===== config.mk =====
export PLATFORM = sky130hd
export DESIGN_NAME = mem_access
export DESIGN_NICKNAME = d
export VERILOG_FILES = /design/src/rtl/mem_access.sv
export SDC_FILE = /design/constraint.sdc
export NUM_CORES = 1
export LEC_CHECK = 0
export CAP_MARGIN = 20
export CORE_ASPECT_RATIO = 0.75
export CORE_MARGIN = 2
export CORE_UTILIZATION = 45
export DETAILED_ROUTE_END_ITERATION = 8
export HOLD_SLACK_MARGIN = 0.03
export PLACE_DENSITY = 0.86
export SYNTH_ARGS = -nofsm -noshare
export SYNTH_HDL_FRONTEND = slang
export SYNTH_SLANG_ARGS = --single-unit

===== constraint.sdc =====
create_clock -name clk_i -period 5.4 [get_ports clk_i]
set_clock_uncertainty 0.1 [all_clocks]
set_input_delay 0.81 -clock clk_i [delete_from_list [all_inputs] [get_ports clk_i]]
set_output_delay 0.81 -clock clk_i [all_outputs]
set_load 0.05 [all_outputs]

===== src/rtl/mem_access.sv =====
// -----------------------------------------------------------------------------
// mem_access
//
// Memory-access stage of a simple pipeline. Loads and stores coming out of
// EX/MEM are turned into a request/acknowledge transaction on an external
// data-memory port. While the transaction is in flight the stage stalls
// upstream and the MEM/WB register. Non-memory instructions pass straight
// through with no added latency.
//
// Each aligned access takes 1 accept cycle, then N BUSY cycles (the ack
// arrives in the Nth), then 1 DONE cycle. The DONE cycle is the only cycle
// with stall_o low, so MEM/WB sees exactly one valid beat per instruction.
//
// Ports
//   clk_i, rst_i              clock, synchronous active-high reset
//   MemRead_i, MemWrite_i     load / store request (both high = store)
//   ALUResult_i               effective address, or pass-through result
//   WriteData_i               store data
//   RDaddr_i, RegWrite_i,
//   MemToReg_i                destination register and write-back control
//   mem_req_o, mem_we_o,
//   mem_addr_o, mem_wdata_o   external data-memory request
//   mem_ack_i, mem_rdata_i    memory completion and load data
//   RDData_o, ALUResult_o,
//   RDaddr_o, RegWrite_o,
//   MemToReg_o                results for MEM/WB
//   stall_o                   freeze upstream and the MEM/WB input this cycle
//   misalign_o, bus_err_o     single-cycle error pulses
// -----------------------------------------------------------------------------
module mem_access #(
  parameter int TIMEOUT = 255   // max BUSY cycles without ack, 1..255
) (
  input  logic        clk_i,
  input  logic        rst_i,
  input  logic        MemRead_i,
  input  logic        MemWrite_i,
  input  logic [31:0] ALUResult_i,
  input  logic [31:0] WriteData_i,
  input  logic [4:0]  RDaddr_i,
  input  logic        RegWrite_i,
  input  logic        MemToReg_i,
  output logic        mem_req_o,
  output logic        mem_we_o,
  output logic [31:0] mem_addr_o,
  output logic [31:0] mem_wdata_o,
  input  logic        mem_ack_i,
  input  logic [31:0] mem_rdata_i,
  output logic [31:0] RDData_o,
  output logic [31:0] ALUResult_o,
  output logic [4:0]  RDaddr_o,
  output logic        RegWrite_o,
  output logic        MemToReg_o,
  output logic        stall_o,
  output logic        misalign_o,
  output logic        bus_err_o
);

  typedef enum logic [1:0] {
    IDLE = 2'd0,
    BUSY = 2'd1,
    DONE = 2'd2
  } state_t;

  // Counter value at which a BUSY cycle without ack becomes a bus error.
  localparam logic [7:0] LAST_COUNT = 8'(TIMEOUT - 1);

  state_t      state_reg;
  logic [31:0] addr_reg;
  logic [31:0] wdata_reg;
  logic [31:0] rdata_reg;
  logic        we_reg;
  logic [4:0]  rd_reg;
  logic        regwrite_reg;
  logic        memtoreg_reg;
  logic [7:0]  count_reg;

  logic access;
  logic aligned;
  logic timeout_hit;

  assign access      = MemRead_i | MemWrite_i;
  assign aligned     = (ALUResult_i[1:0] == 2'b00);
  assign timeout_hit = (count_reg == LAST_COUNT);

  // ---------------------------------------------------------------------------
  // State machine and captured instruction context
  // ---------------------------------------------------------------------------
  always_ff @(posedge clk_i) begin
    if (rst_i) begin
      state_reg    <= IDLE;
      addr_reg     <= '0;
      wdata_reg    <= '0;
      rdata_reg    <= '0;
      we_reg       <= 1'b0;
      rd_reg       <= '0;
      regwrite_reg <= 1'b0;
      memtoreg_reg <= 1'b0;
      count_reg    <= '0;
    end else begin
      case (state_reg)
        IDLE: begin
          if (access && aligned) begin
            addr_reg     <= ALUResult_i;
            wdata_reg    <= WriteData_i;
            we_reg       <= MemWrite_i;   // store wins when both are high
            rd_reg       <= RDaddr_i;
            regwrite_reg <= RegWrite_i;
            memtoreg_reg <= MemToReg_i;
            count_reg    <= '0;
            state_reg    <= BUSY;
          end
        end
        BUSY: begin
          // Ack has priority over a timeout landing in the same cycle.
          if (mem_ack_i) begin
            rdata_reg <= we_reg ? 32'h0 : mem_rdata_i;
            state_reg <= DONE;
          end else if (timeout_hit) begin
            rdata_reg    <= 32'hDEAD_BEEF;
            regwrite_reg <= 1'b0;         // never write back a failed access
            state_reg    <= DONE;
          end else begin
            count_reg <= count_reg + 8'd1;
          end
        end
        DONE: begin
          state_reg <= IDLE;
        end
        default: begin
          state_reg <= IDLE;
        end
      endcase
    end
  end

  // ---------------------------------------------------------------------------
  // Output decode. IDLE is transparent to upstream; BUSY and DONE present the
  // captured context so late upstream changes cannot leak through.
  // ---------------------------------------------------------------------------
  always_comb begin
    mem_req_o   = 1'b0;
    mem_we_o    = 1'b0;
    mem_addr_o  = '0;
    mem_wdata_o = '0;
    RDData_o    = '0;
    ALUResult_o = '0;
    RDaddr_o    = '0;
    RegWrite_o  = 1'b0;
    MemToReg_o  = 1'b0;
    stall_o     = 1'b0;
    misalign_o  = 1'b0;
    bus_err_o   = 1'b0;

    // Reset silences everything, including an access that was mid-flight.
    if (!rst_i) begin
      case (state_reg)
        IDLE: begin
          ALUResult_o = ALUResult_i;
          RDaddr_o    = RDaddr_i;
          MemToReg_o  = MemToReg_i;
          if (!access) begin
            RegWrite_o = RegWrite_i;
          end else if (!aligned) begin
            misalign_o = 1'b1;
            MemToReg_o = 1'b0;
          end else begin
            stall_o = 1'b1;
          end
        end
        BUSY: begin
          mem_req_o   = 1'b1;
          mem_we_o    = we_reg;
          mem_addr_o  = addr_reg;
          mem_wdata_o = wdata_reg;
          ALUResult_o = addr_reg;
          RDaddr_o    = rd_reg;
          MemToReg_o  = memtoreg_reg;
          stall_o     = 1'b1;
          bus_err_o   = timeout_hit & ~mem_ack_i;
        end
        DONE: begin
          RDData_o    = rdata_reg;
          ALUResult_o = addr_reg;
          RDaddr_o    = rd_reg;
          RegWrite_o  = regwrite_reg;
          MemToReg_o  = memtoreg_reg;
        end
        default: begin
          stall_o = 1'b0;
        end
      endcase
    end
  end

endmodule

==> flow_summary.ini, run 1 <==
[worst_setup_path]
critPathMaxFanout = 37
worstPathArrival_ps = 3440
cp-start-kind = flop
worstPathRequired_ps = 4490
r2r_slack_ps = 2840
path_class = reg2out
endpoint_kind = primary output

[cts]
clock_sinks = 114
cts.htree.levels = 4
cts.clk_slew.worst_paths_ps = 50
clockRootBuffer = clkbuf_16
cts_setup_buffers = 0
holdBufCountCts = 0
ctsResizeCount = 0
numCtsBuffers = 17
clk-insertion-delay-late_ps = 390
cts_tree = built
cts_buffer_depth = 2

[timing]
whs_ps = 352.8
post-route-period-util = 0.8053
clock.fmax_ghz = 0.2300
slew_violations = 0
tightest_slew_ps = 839.6
worst_slack_ps = 1052
rsz0062_at_grt = false
setup_tns_ps = 0
setup_viol = 0
hold_violations = 0
maxSlewHeadroom = 0.4389
min_period_ps = 4348

[pwr]
pwr-share-comb = 0.164
ir_drop_mv = 0.2627
power_density_nw_per_um2 = 296.4
seq_power_share = 0.353
power.leakage_uw = 0.003187
p_int_uw = 1904
netSwitchingFraction = 0.2529
p_switching_uw = 644.7
clkPwrFrac = 0.482

[cells_and_area]
layout_common_cells = 246 x clkdlybuf4s50_1, 114 x dfxtp_1, 90 x and2_1
antenna_cells = 0
layout_commonest_cell = clkdlybuf4s50_1
fin_nets = 1000
layout-drive-gt1-share = 0.06020
area_delta_synth_final_pct = 59.43

[synth]
ys_dominant_reg_cell = dfxtp_1
synth_seq_cells = 114
syn_nets = 778
synthArstFlopShare = 0
syn_area_um2 = 5394
synthCells = 663
synth_edf_count = 0
yosys_warnings = 0
avgSynthCellArea_um2 = 8.136
seq_area_frac_synth = 0.4231
ys_types = 44

[worst_hold_path]
hp-class = reg2reg

[run_status]
status = finished, final reports clean

[routing]
drt_wl_total_um = 17700
drc = 0
drt_iter0_markers = 356
dr.pass1.iters = 7
ant_nets = 0
wl_per_cell_um = 16.72
avgViaCountPerCell = 5.504
via_count = 5829

[floorplanning]
core_area_um2 = 11660
die_y_um = 98.82
io_pins = 248
std_cell_rows = 34
die_w_um = 130.4
start_util = 0.4628
die_area_um2 = 12890

[global_route]
first_global_vias = 5544
grt_overflow = 0
grt_max_degree = 51
grt_pass1_wl_um = 27210
grt_antenna_before_repair = 0
grt_util_all_layers = 0.2639

[placement]
pre_cts_ws_ps = 1352
port-buffer-count = 247
dp_hpwl_um = 12330
gp_congestion = 0.8106

[run]
maxCapViolCount = 0
path summary, 6_finish.rpt:
check,startpoint,endpoint,cells after the start
setup / recovery,state_reg[1],mem_wdata_o[24],6
hold reg to reg,wdata_reg[16],wdata_reg[16],2
setup reg to reg,state_reg[1],rdata_reg[17],5
hold / removal,wdata_reg[16],wdata_reg[16],2
metal layers:
| layer | vias to the layer above | wire [um] | GRT usage |
|---|---|---|---|
| li1 | 2755 | - | - |
| met1 | 2753 | 7522 | 0.3351 |
| met2 | 291 | 8273 | 0.4382 |
| met3 | 30 | 1611 | 0.07438 |
| met4 | 0 | 295 | 0.07938 |
| met5 | - | 0 | 0 |
power groups by stage:
stage	registers [uW]	clock network, uW	logic, uW
finish	901	1230	418
global route	904	1280	444
CTS	900	1240	414
detailed placement	917	0	411
global placement	915	0	401
floorplan	910	0	242
final cells by class:
class | count | area [um^2]
clock buffers | 22 | 474.2
inverters | 31 | 116.4
repair buffers | 257 | 2557
clock inverters | 9 | 177.7
well taps | 162 | 202.7
multi-input cells | 464 | 2789
fillers | 851 | 3057
flip-flops and latches | 114 | 2282
synth_stat cells, drive strengths merged (11+ instances only):
cell    count  area share
a21oi      70       0.066
a22o       30       0.049
nor2       43       0.030
clkbuf     31       0.022
inv        31       0.022
and3       11       0.013
a211oi     24       0.033
nand2      85       0.059
a22oi      37       0.051
dfxtp     114        0.42
buf        23       0.021
and2       90        0.10
kinds of logic after synthesis:
logic type / Yosys count / share of synthesized area
AO/OA/AOI/OAI: 197 / 0.2517
flip-flops: 114 / 0.4231
buffers and inverters: 85 / 0.06402
adder cells (fa/ha/maj): 7 / 0.01624
AND/OR/NAND/NOR: 260 / 0.2450
metrics by stage:
stage | cells | util | power, uW | area [um^2]
floorplan | 663 | - | 1151 | 5394
global placement | 1026 | 0.6793 | 1315 | 7918
detailed placement | 1027 | 0.6806 | 1328 | 7933
CTS | 1058 | 0.7365 | 2553 | 8584
global route | 1059 | 0.7378 | 2624 | 8600
finish | 1059 | 0.7378 | 2549 | 8600
critical path: stages (launching register included):
cell	delay, ps
dfxtp_1	330
inv_1	100
ha_1	500
nor2b_4	650
buf_4	410
and2_1	220
clkdlybuf4s50_1	810
Note: power is estimated with default switching activity, not from simulation.
==> run 2, diff against run 1 <==
--- a/config.mk
+++ b/config.mk
@@ -8,10 +8,10 @@
 export CAP_MARGIN = 20
 export CORE_ASPECT_RATIO = 0.75
 export CORE_MARGIN = 2
-export CORE_UTILIZATION = 45
+export CORE_UTILIZATION = 42
 export DETAILED_ROUTE_END_ITERATION = 8
 export HOLD_SLACK_MARGIN = 0.03
-export PLACE_DENSITY = 0.86
+export PLACE_DENSITY = 0.81
 export SYNTH_ARGS = -nofsm -noshare
 export SYNTH_HDL_FRONTEND = slang
 export SYNTH_SLANG_ARGS = --single-unit
==> constraint.sdc (replaced) <==
create_clock -name clk_i -period 4.1 [get_ports clk_i]
set_clock_uncertainty 0.1 [all_clocks]
set_input_delay 0.615 -clock clk_i [delete_from_list [all_inputs] [get_ports clk_i]]
set_output_delay 0.615 -clock clk_i [all_outputs]
set_load 0.05 [all_outputs]
==> run 2 against run 1 <==
Register-to-register slack lost 910 ps. Critical path depth unchanged. Flip-flop and latch count stayed put. Design area about the same. Clock-buffer cell count fell by 3. Die area rose by 6.9%. Combinational power is 32% higher. First-iteration DRC count decreased by 27%. Clock power up 24%. Highest routed layer unchanged.
==> flow_summary.ini, run 2 (same netlist as run 1, synthesis figures left out) <==
[cells_and_area]
layout_commonest_cell = clkdlybuf4s50_1
antenna_cells = 0
fillers = 993
layout_common_cells = 240 x clkdlybuf4s50_1, 114 x dfxtp_1, 90 x and2_1
fin_util = 0.6935
area_delta_synth_final_pct = 59.34
layout-drive-gt1-share = 0.07214
fin_nets = 1003

[floorplanning]
std_cell_rows = 35
die_w_um = 134.9
die_area_um2 = 13770
io_pins = 248
start_util = 0.4352
die_y_um = 102.1
core_area_um2 = 12390

[worst_setup_path]
critPathMaxFanout = 56
path_class = reg2out
worstPathArrival_ps = 3100
endpoint_kind = primary output
worstPathRequired_ps = 3380
cp-start-kind = flop
slowest_stage = clkdlybuf4s50_1
critPathMaxStageDelay_ps = 810
crit_chain = inv_1 -> ha_1 -> nor2b_4 -> buf_12 -> and2_1 -> clkdlybuf4s50_1

[timing]
setup_tns_ps = 0
setup_viol = 0
rsz0062_at_grt = false
maxSlewHeadroom = 0.4923
tightest_slew_ps = 760.7
clock.fmax_ghz = 0.2623
hold_violations = 0
slew_violations = 0
min_period_ps = 3812
post-route-period-util = 0.9299

[pwr]
power.leakage_uw = 0.003200
netSwitchingFraction = 0.2728
p_switching_uw = 887.7
power_density_nw_per_um2 = 378.7
seq_power_share = 0.364
ir_drop_mv = 0.3572
pwr-share-comb = 0.169
p_int_uw = 2367
clkPwrFrac = 0.467

[worst_hold_path]
hp-class = reg2reg

[cts]
clockRootBuffer = clkbuf_16
cts_setup_buffers = 0
cts.clk_slew.worst_paths_ps = 60
clock_sinks = 114
cts_tree = built
holdBufCountCts = 0
numCtsBuffers = 17
cts_buffer_depth = 2
cts.htree.levels = 4
ctsResizeCount = 0
clk-insertion-delay-late_ps = 400

[routing]
ant_nets = 0
avgViaCountPerCell = 5.324
via_count = 5681
drt_iter0_markers = 260
drc = 0
drt_wl_total_um = 17350
wl_per_cell_um = 16.26
dr.pass1.iters = 5

[global_route]
grt_util_all_layers = 0.2456
first_global_vias = 5443
grt_antenna_before_repair = 0
grt_max_degree = 57
grt_pass1_wl_um = 27010
grt_overflow = 0

[placement]
gp_congestion = 0.8605
dp_hpwl_um = 12420
port-buffer-count = 247

[run]
maxCapViolCount = 0

[run_status]
status = finished, final reports clean
run 2: cell types whose count changed in the layout (fill, tap and decap cells not counted), sizes merged:
| cell | before | now |
|---|---|---|
| buf | 11 | 20 |
| clkdlybuf4s50 | 246 | 240 |
| clkinv | 1 | 3 |
| inv | 31 | 35 |
| clkbuf | 22 | 19 |
| bufinv | 5 | 3 |
run 2: stage by stage:
| stage | hold WS, ps | setup WS, ps | instances | instance area [um^2] | power (uW) |
|---|---|---|---|---|---|
| final | 349.8 | 287.6 | 1067 | 8594 | 3255 |
| after global routing | 366.5 | 135.4 | 1067 | 8594 | 3380 |
| after CTS | 350.8 | 279.9 | 1066 | 8567 | 3282 |
| after detailed placement | 339.8 | 608.3 | 1034 | 7950 | 1751 |
| after global placement | 337.3 | 655.0 | 1034 | 7950 | 1740 |
| after floorplan | 326.8 | 1252 | 663 | 5394 | 1516 |
run 2: path summary, 6_finish.rpt:
path | slack [ps] | cells past startpoint | end | start
worst min register to register | 350 | 2 | wdata_reg[16] | wdata_reg[16]
worst max-delay path | 290 | 6 | mem_addr_o[19] | state_reg[1]
worst max register to register | 1930 | 6 | count_reg[5] | state_reg[1]
worst min-delay path | 350 | 2 | wdata_reg[16] | wdata_reg[16]
run 2: per-layer routing:
layer	global-route usage	part of all wire	vias up
met5	0	0	-
met4	0.1036	0.019	0
met3	0.05060	0.061	27
met2	0.4069	0.48	218
met1	0.3150	0.44	2678
li1	-	-	2758
run 2: worst max-delay path: cells and delay by family (launching register included):
family / cells / cell delay [ps]
flops: 1 / 340
fa+ha+maj: 1 / 510
buf+inv: 3 / 1170
simple gates: 2 / 630
run 2: final cells by class:
| type | instances | area [um^2] | share of cell area |
|---|---|---|---|
| clock buffer | 19 | 442.9 | 0.05154 |
| clock inverter | 13 | 173.9 | 0.02024 |
| inverter | 31 | 116.4 | 0.01354 |
| multi-input combinational | 464 | 2789 | 0.3245 |
| sequential | 114 | 2282 | 0.2655 |
| tap | 166 | 207.7 | 0.02417 |
| timing repair buffer | 260 | 2582 | 0.3005 |
run 2: power by group through the flow:
| stage | registers, uW | clock network [uW] | logic, uW |
|---|---|---|---|
| 2_1_floorplan | 1200 | 0 | 318 |
| 3_3_place_gp | 1200 | 0 | 536 |
| 4_1_cts | 1180 | 1550 | 548 |
| 6_report | 1180 | 1520 | 550 |
| 5_1_grt | 1190 | 1600 | 588 |
| 3_5_place_dp | 1210 | 0 | 545 |
